===== config.mk =====
export PLATFORM = sky130hd
export DESIGN_NAME = mc_controller
export DESIGN_NICKNAME = d
export VERILOG_FILES = /design/src/rtl/mc_pkg.sv /design/src/rtl/aludec.sv /design/src/rtl/mc_controller.sv
export SDC_FILE = /design/constraint.sdc
export NUM_CORES = 1
export LEC_CHECK = 0
export BUFFER_PORTS_ARGS = -buffer_cell sky130_fd_sc_hd__buf_2
export CORE_UTILIZATION = 25
export CTS_BUF_LIST = sky130_fd_sc_hd__clkbuf_16
export DETAILED_ROUTE_END_ITERATION = 10
export PLACE_DENSITY_LB_ADDON = 0.15
export SLEW_MARGIN = 20
export SYNTH_ARGS = -nofsm -noshare
export SYNTH_HDL_FRONTEND = slang
export SYNTH_HIERARCHICAL = 1
export SYNTH_SLANG_ARGS = --single-unit
export TNS_END_PERCENT = 1

===== constraint.sdc =====
create_clock -name clk -period 2.15 [get_ports clk]
set_input_delay 0.215 -clock clk [delete_from_list [all_inputs] [get_ports clk]]
set_output_delay 0.215 -clock clk [all_outputs]
set_load 0.02 [all_outputs]

===== src/rtl/mc_pkg.sv =====
// Shared encodings for the multicycle MIPS controller: FSM states, opcode/funct
// fields, ALU control codes and datapath mux selects.
package mc_pkg;

    typedef enum logic [3:0] {
        FETCH    = 4'd0,
        DECODE   = 4'd1,
        MEMADR   = 4'd2,
        MEMRD    = 4'd3,
        MEMWB    = 4'd4,
        MEMWR    = 4'd5,
        RTYPEEX  = 4'd6,
        ALUWB    = 4'd7,
        BRANCHEX = 4'd8,
        ADDIEX   = 4'd9,
        ADDIWB   = 4'd10,
        JEX      = 4'd11
    } state_t;

    localparam logic [5:0] OP_RTYPE = 6'b000000;
    localparam logic [5:0] OP_LW    = 6'b100011;
    localparam logic [5:0] OP_SW    = 6'b101011;
    localparam logic [5:0] OP_BEQ   = 6'b000100;
    localparam logic [5:0] OP_BNE   = 6'b000101;
    localparam logic [5:0] OP_ADDI  = 6'b001000;
    localparam logic [5:0] OP_J     = 6'b000010;

    localparam logic [5:0] F_ADD = 6'b100000;
    localparam logic [5:0] F_SUB = 6'b100010;
    localparam logic [5:0] F_AND = 6'b100100;
    localparam logic [5:0] F_OR  = 6'b100101;
    localparam logic [5:0] F_SLT = 6'b101010;

    localparam logic [2:0] ALU_AND = 3'b000;
    localparam logic [2:0] ALU_OR  = 3'b001;
    localparam logic [2:0] ALU_ADD = 3'b010;
    localparam logic [2:0] ALU_SUB = 3'b110;
    localparam logic [2:0] ALU_SLT = 3'b111;

    localparam logic [1:0] ALUOP_ADD   = 2'b00;
    localparam logic [1:0] ALUOP_SUB   = 2'b01;
    localparam logic [1:0] ALUOP_FUNCT = 2'b10;

    localparam logic [1:0] SRCB_B     = 2'b00;
    localparam logic [1:0] SRCB_FOUR  = 2'b01;
    localparam logic [1:0] SRCB_IMM   = 2'b10;
    localparam logic [1:0] SRCB_IMMSH = 2'b11;

    localparam logic [1:0] PCSRC_ALU    = 2'b00;
    localparam logic [1:0] PCSRC_ALUOUT = 2'b01;
    localparam logic [1:0] PCSRC_JUMP   = 2'b10;

endpackage


===== src/rtl/aludec.sv =====
// ALU decoder: maps the FSM's aluop (add / sub / use funct) and the R-type
// funct field onto the 3-bit ALU control code.
module aludec
    import mc_pkg::*;
(
    input  logic [5:0] funct,
    input  logic [1:0] aluop,
    output logic [2:0] alucontrol
);

    always_comb begin
        alucontrol = ALU_ADD;
        case (aluop)
            ALUOP_SUB: alucontrol = ALU_SUB;
            ALUOP_FUNCT: begin
                case (funct)
                    F_ADD:   alucontrol = ALU_ADD;
                    F_SUB:   alucontrol = ALU_SUB;
                    F_AND:   alucontrol = ALU_AND;
                    F_OR:    alucontrol = ALU_OR;
                    F_SLT:   alucontrol = ALU_SLT;
                    default: alucontrol = ALU_ADD;
                endcase
            end
            default: alucontrol = ALU_ADD;
        endcase
    end

endmodule


===== src/rtl/mc_controller.sv =====
// Multicycle MIPS control FSM (Moore, pcen also follows zero) with mem_ready stalls.
// Optional: define MC_BNE_EN to decode bne (op 000101) as an inverted-sense branch.
module mc_controller
    import mc_pkg::*;
(
    input  logic       clk,
    input  logic       reset,
    input  logic [5:0] op,
    input  logic [5:0] funct,
    input  logic       zero,
    input  logic       mem_ready,
    output logic       iord,
    output logic       memwrite,
    output logic       irwrite,
    output logic       pcen,
    output logic       regdst,
    output logic       memtoreg,
    output logic       regwrite,
    output logic       alusrca,
    output logic [1:0] alusrcb,
    output logic [1:0] pcsrc,
    output logic [2:0] alucontrol,
    output logic [3:0] state
);

    state_t     state_q, state_d;
    logic [1:0] aluop;
    logic       pcwrite, branch, is_bne;
    logic       irwrite_s, memwrite_s, regwrite_s;

`ifdef MC_BNE_EN
    assign is_bne = (op == OP_BNE);
`else
    assign is_bne = 1'b0;
`endif

    always_ff @(posedge clk or negedge reset) begin
        if (!reset) state_q <= FETCH;
        else        state_q <= state_d;
    end

    always_comb begin
        state_d = state_q;
        case (state_q)
            FETCH:    if (mem_ready) state_d = DECODE;
            DECODE: begin
                case (op)
                    OP_LW, OP_SW: state_d = MEMADR;
                    OP_RTYPE:     state_d = RTYPEEX;
                    OP_BEQ:       state_d = BRANCHEX;
                    OP_ADDI:      state_d = ADDIEX;
                    OP_J:         state_d = JEX;
                    default:      state_d = is_bne ? BRANCHEX : FETCH;
                endcase
            end
            MEMADR:   state_d = (op == OP_LW) ? MEMRD : MEMWR;
            MEMRD:    if (mem_ready) state_d = MEMWB;
            MEMWR:    if (mem_ready) state_d = FETCH;
            RTYPEEX:  state_d = ALUWB;
            ADDIEX:   state_d = ADDIWB;
            MEMWB, ALUWB, BRANCHEX, ADDIWB, JEX: state_d = FETCH;
            default:  state_d = FETCH;
        endcase
    end

    always_comb begin
        iord       = 1'b0;
        memwrite_s = 1'b0;
        irwrite_s  = 1'b0;
        pcwrite    = 1'b0;
        branch     = 1'b0;
        regdst     = 1'b0;
        memtoreg   = 1'b0;
        regwrite_s = 1'b0;
        alusrca    = 1'b0;
        alusrcb    = SRCB_B;
        pcsrc      = PCSRC_ALU;
        aluop      = ALUOP_ADD;
        case (state_q)
            FETCH: begin
                alusrcb   = SRCB_FOUR;
                irwrite_s = mem_ready;
                pcwrite   = mem_ready;
            end
            DECODE:   alusrcb = SRCB_IMMSH;
            MEMADR: begin
                alusrca = 1'b1;
                alusrcb = SRCB_IMM;
            end
            MEMRD:    iord = 1'b1;
            MEMWB: begin
                memtoreg   = 1'b1;
                regwrite_s = 1'b1;
            end
            MEMWR: begin
                iord       = 1'b1;
                memwrite_s = 1'b1;
            end
            RTYPEEX: begin
                alusrca = 1'b1;
                aluop   = ALUOP_FUNCT;
            end
            ALUWB: begin
                regdst     = 1'b1;
                regwrite_s = 1'b1;
            end
            BRANCHEX: begin
                alusrca = 1'b1;
                aluop   = ALUOP_SUB;
                pcsrc   = PCSRC_ALUOUT;
                branch  = 1'b1;
            end
            ADDIEX: begin
                alusrca = 1'b1;
                alusrcb = SRCB_IMM;
            end
            ADDIWB:   regwrite_s = 1'b1;
            JEX: begin
                pcsrc   = PCSRC_JUMP;
                pcwrite = 1'b1;
            end
            default: ;
        endcase
    end

    // Architectural write strobes are held off for as long as reset is low.
    assign irwrite  = irwrite_s & reset;
    assign memwrite = memwrite_s & reset;
    assign regwrite = regwrite_s & reset;
    assign pcen     = reset & (pcwrite | (branch & (zero ^ is_bne)));
    assign state    = state_q;

    aludec u_aludec (
        .funct      (funct),
        .aluop      (aluop),
        .alucontrol (alucontrol)
    );

endmodule


==> results.json <==
{
  "grtUsageMet3_pct": 1.74,
  "worstMarginPinSlew_ps": 277,
  "min_period_ps": 2000,
  "syn_area_sq_um": 633,
  "grt_pass1_wl_microns": 2890,
  "final-setup-viol-count": 0,
  "crit_chain": "buf_4, nand2b_2, nor2_2, ha_4, nand4bb_1, a21oi_1, buf_2",
  "drtAntennaViolNets": 0,
  "routabilityCongestion": 0.808,
  "initial_core_util_pct": 27.6,
  "dpl.hpwl_microns": 1350,
  "critPathMaxFanout": 16,
  "syn_nets": 104,
  "dr.pass1.iters": 4,
  "netlist_top_cells_area": "dfrtp_1 (16%), nand2b_1 (6.9%), nor3_1 (6.3%)",
  "synthToLayoutAreaGrowth_pct": 51.6,
  "run_status": "finished, final reports clean",
  "syn-mean-instance-area_sq_um": 7.36,
  "maxCapViolCount": 0,
  "seq_area_frac_synth_pct": 15.8,
  "drive_gt1_share_pct": 41.6,
  "synth_cell_types": 36,
  "drc_errors": 0,
  "cpPeakStageDelay_ps": 330,
  "vdd_ir_drop_max_v": 0.000258,
  "io_buffers": 34,
  "setup_tns_ps": 0,
  "rsz0062_at_grt": "false",
  "via_per_inst": 5.00,
  "synth.most_common_cell": "nor2_1",
  "path_class": "reg2out",
  "cp-end-kind": "primary output",
  "yosysWarnings": 6,
  "fmax_mhz": 499,
  "cts-htree-levels": 1,
  "r2r_start": "state[1]$_DFFE_PN0P_",
  "fin_nets": 145,
  "crit_cells": 7,
  "vias": 765,
  "reg2reg_to": "state[0]$_DFFE_PN0P_",
  "crit_family": "simple AND/OR/NAND/NOR gates",
  "io_pins": 35,
  "cp-startpoint": "state[2]$_DFFE_PN0P_",
  "min_path_type": "in2async",
  "grtUsageMet1_pct": 18.4,
  "numCtsBuffers": 3,
  "start_kind": "flop",
  "worstPathArrival_ps": 1790,
  "synth_area_leader_cell": "dfrtp_1",
  "dieArea_sq_um": 2740,
  "clk_pin_slew_ps": 30,
  "n_antenna_cell": 0,
  "cts_sinks": 4,
  "routedWlPerCell_microns": 11.2,
  "cp-endpoint": "alucontrol[0]",
  "slowest_stage": "dfrtp_1",
  "slew_viol_final": 0,
  "clkLatencyLatePin_ps": 220,
  "reg2reg_slack_ps": 870,
  "num_rows": 17,
  "crit_required_ps": 1930,
  "ys_seq_elements": 4,
  "cts-root-buf": "clkbuf_16",
  "max_slew_margin_pct": 81.4,
  "tritoncts": "built",
  "synth_async_sr_flop_share_pct": 100,
  "grt.busiest_layer": "met2",
  "synth_ff_type": "dfrtp_1",
  "routed_wl_microns": 1720,
  "fin_crit_sh_pct": 93.2,
  "drt_iter0_drc": 8,
  "grt_overflow_total": 0,
  "grt_pass1_vias": 679,
  "grt.total_usage_pct": 14.3,
  "synth-edff-count": 0,
  "met2_usage_pct": 22.8,
  "largest_reg_flops": 4,
  "synth_commonest_cells": "nor2_1 (10), nor3_1 (8), a21oi_1 (7), nand2b_1 (7)",
  "fin_skew_ps": 1.62,
  "numPlacedInstances": 148,
  "critPathBufInv": 2,
  "reg2regPathDepth": 4,
  "die_w_microns": 52.3,
  "p_per_area_nw_per_um2": 619,
  "antenna_found_initial": 0,
  "leakage_nw": 0.420,
  "grt_max_degree": 17,
  "core_sq_um": 2300,
  "synth_cells": 86,
  "cts_buffer_depth": 2,
  "final-hold-violation-count": 0,
  "yosysTopAreaCellShare_pct": 15.8,
  "final_cells": 153,
  "die_y_microns": 52.3
}
[layout by cell type, fill, tap and decap left out, types with 2 or more instances in the layout]
master      n
a21oi_1     7
a31oi_1     4
and3_1      2
buf_2      33
buf_4       6
clkbuf_16   3
dfrtp_1     4
inv_1       4
nand2_1     4
nand2b_1    5
nand3_1     2
nand4bb_1   2
nor2_1      9
nor3_1      7
nor3b_1     3
nor3b_2     2
o21ai_1     2
[report_power, final]
part           leakage (nW)  internal [W]  switching [W]
registers            0.0540     0.0000832      0.0000105
clock network        0.0370      0.000237      0.0000496
logic                 0.329     0.0000893       0.000124
total                 0.420      0.000410       0.000184
[logic make-up after synthesis]
group / share of synthesized area (%)
adder cells (fa/ha/maj): 3.95
AND/OR/NAND/NOR: 49.0
AO/OA/AOI/OAI: 20.8
buffers and inverters: 7.71
XOR/XNOR: 2.77
flip-flops: 15.8
[timing repair]
item / CTS / global route
setup buffers: 0 / 1
setup endpoints to repair: 2 / 2
pin swaps: 0 / 3
cloned: 0 / 0
resized for setup: 1 / 6
hold endpoints to repair: 4 / 0
hold buffers: 1 / 0
[per-layer routing]
layer / vias up / part of all wire [%]
li1: 398 / -
met2: 22 / 46
met3: 3 / 4.4
met4: 0 / 1.2
met1: 342 / 48
met5: - / 0
[worst reg2reg max path, cell delays in order (launching register included)]
cell	delay [ps]
dfrtp_1	420
buf_4	200
and2b_4	290
nand4_1	120
a31oi_1	160
[worst min-delay path by stage]
stage / from / to / slack, ps / depth (start not counted)
after floorplan: reset / state[0]$_DFFE_PN0P_ / -80 / 0
final: reset / state[0]$_DFFE_PN0P_ / 370 / 2
after global placement: reset / state[1]$_DFFE_PN0P_ / 50 / 1
after CTS: reset / state[0]$_DFFE_PN0P_ / 350 / 2
after global routing: op[2] / state[3]$_DFFE_PN0P_ / 370 / 3
after detailed placement: reset / state[0]$_DFFE_PN0P_ / 50 / 1
[cell type report]
cell class,count,area (sq um)
Multi-Input combinational cell,74,514
Fill cell,251,1340
Tap cell,28,35.0
Clock buffer,3,75.1
Timing Repair Buffer,40,220
Sequential cell,4,100
Inverter,4,15.0
[through the flow]
stage / power [W] / hold WS [ps] / util, % / setup slack [ps] / instance area, sq um
floorplan: 0.000235 / -80.6 / - / 31.4 / 633
global placement: 0.000301 / 50.8 / 36.3 / 219 / 835
detailed placement: 0.000302 / 52.8 / 36.3 / 161 / 835
CTS: 0.000594 / 354 / 40.3 / 0.970 / 925
global route: 0.000629 / 373 / 41.8 / 14.6 / 960
finish: 0.000594 / 369 / 41.8 / 147 / 960
No activity file was read; power rests on OpenSTA's default activity.
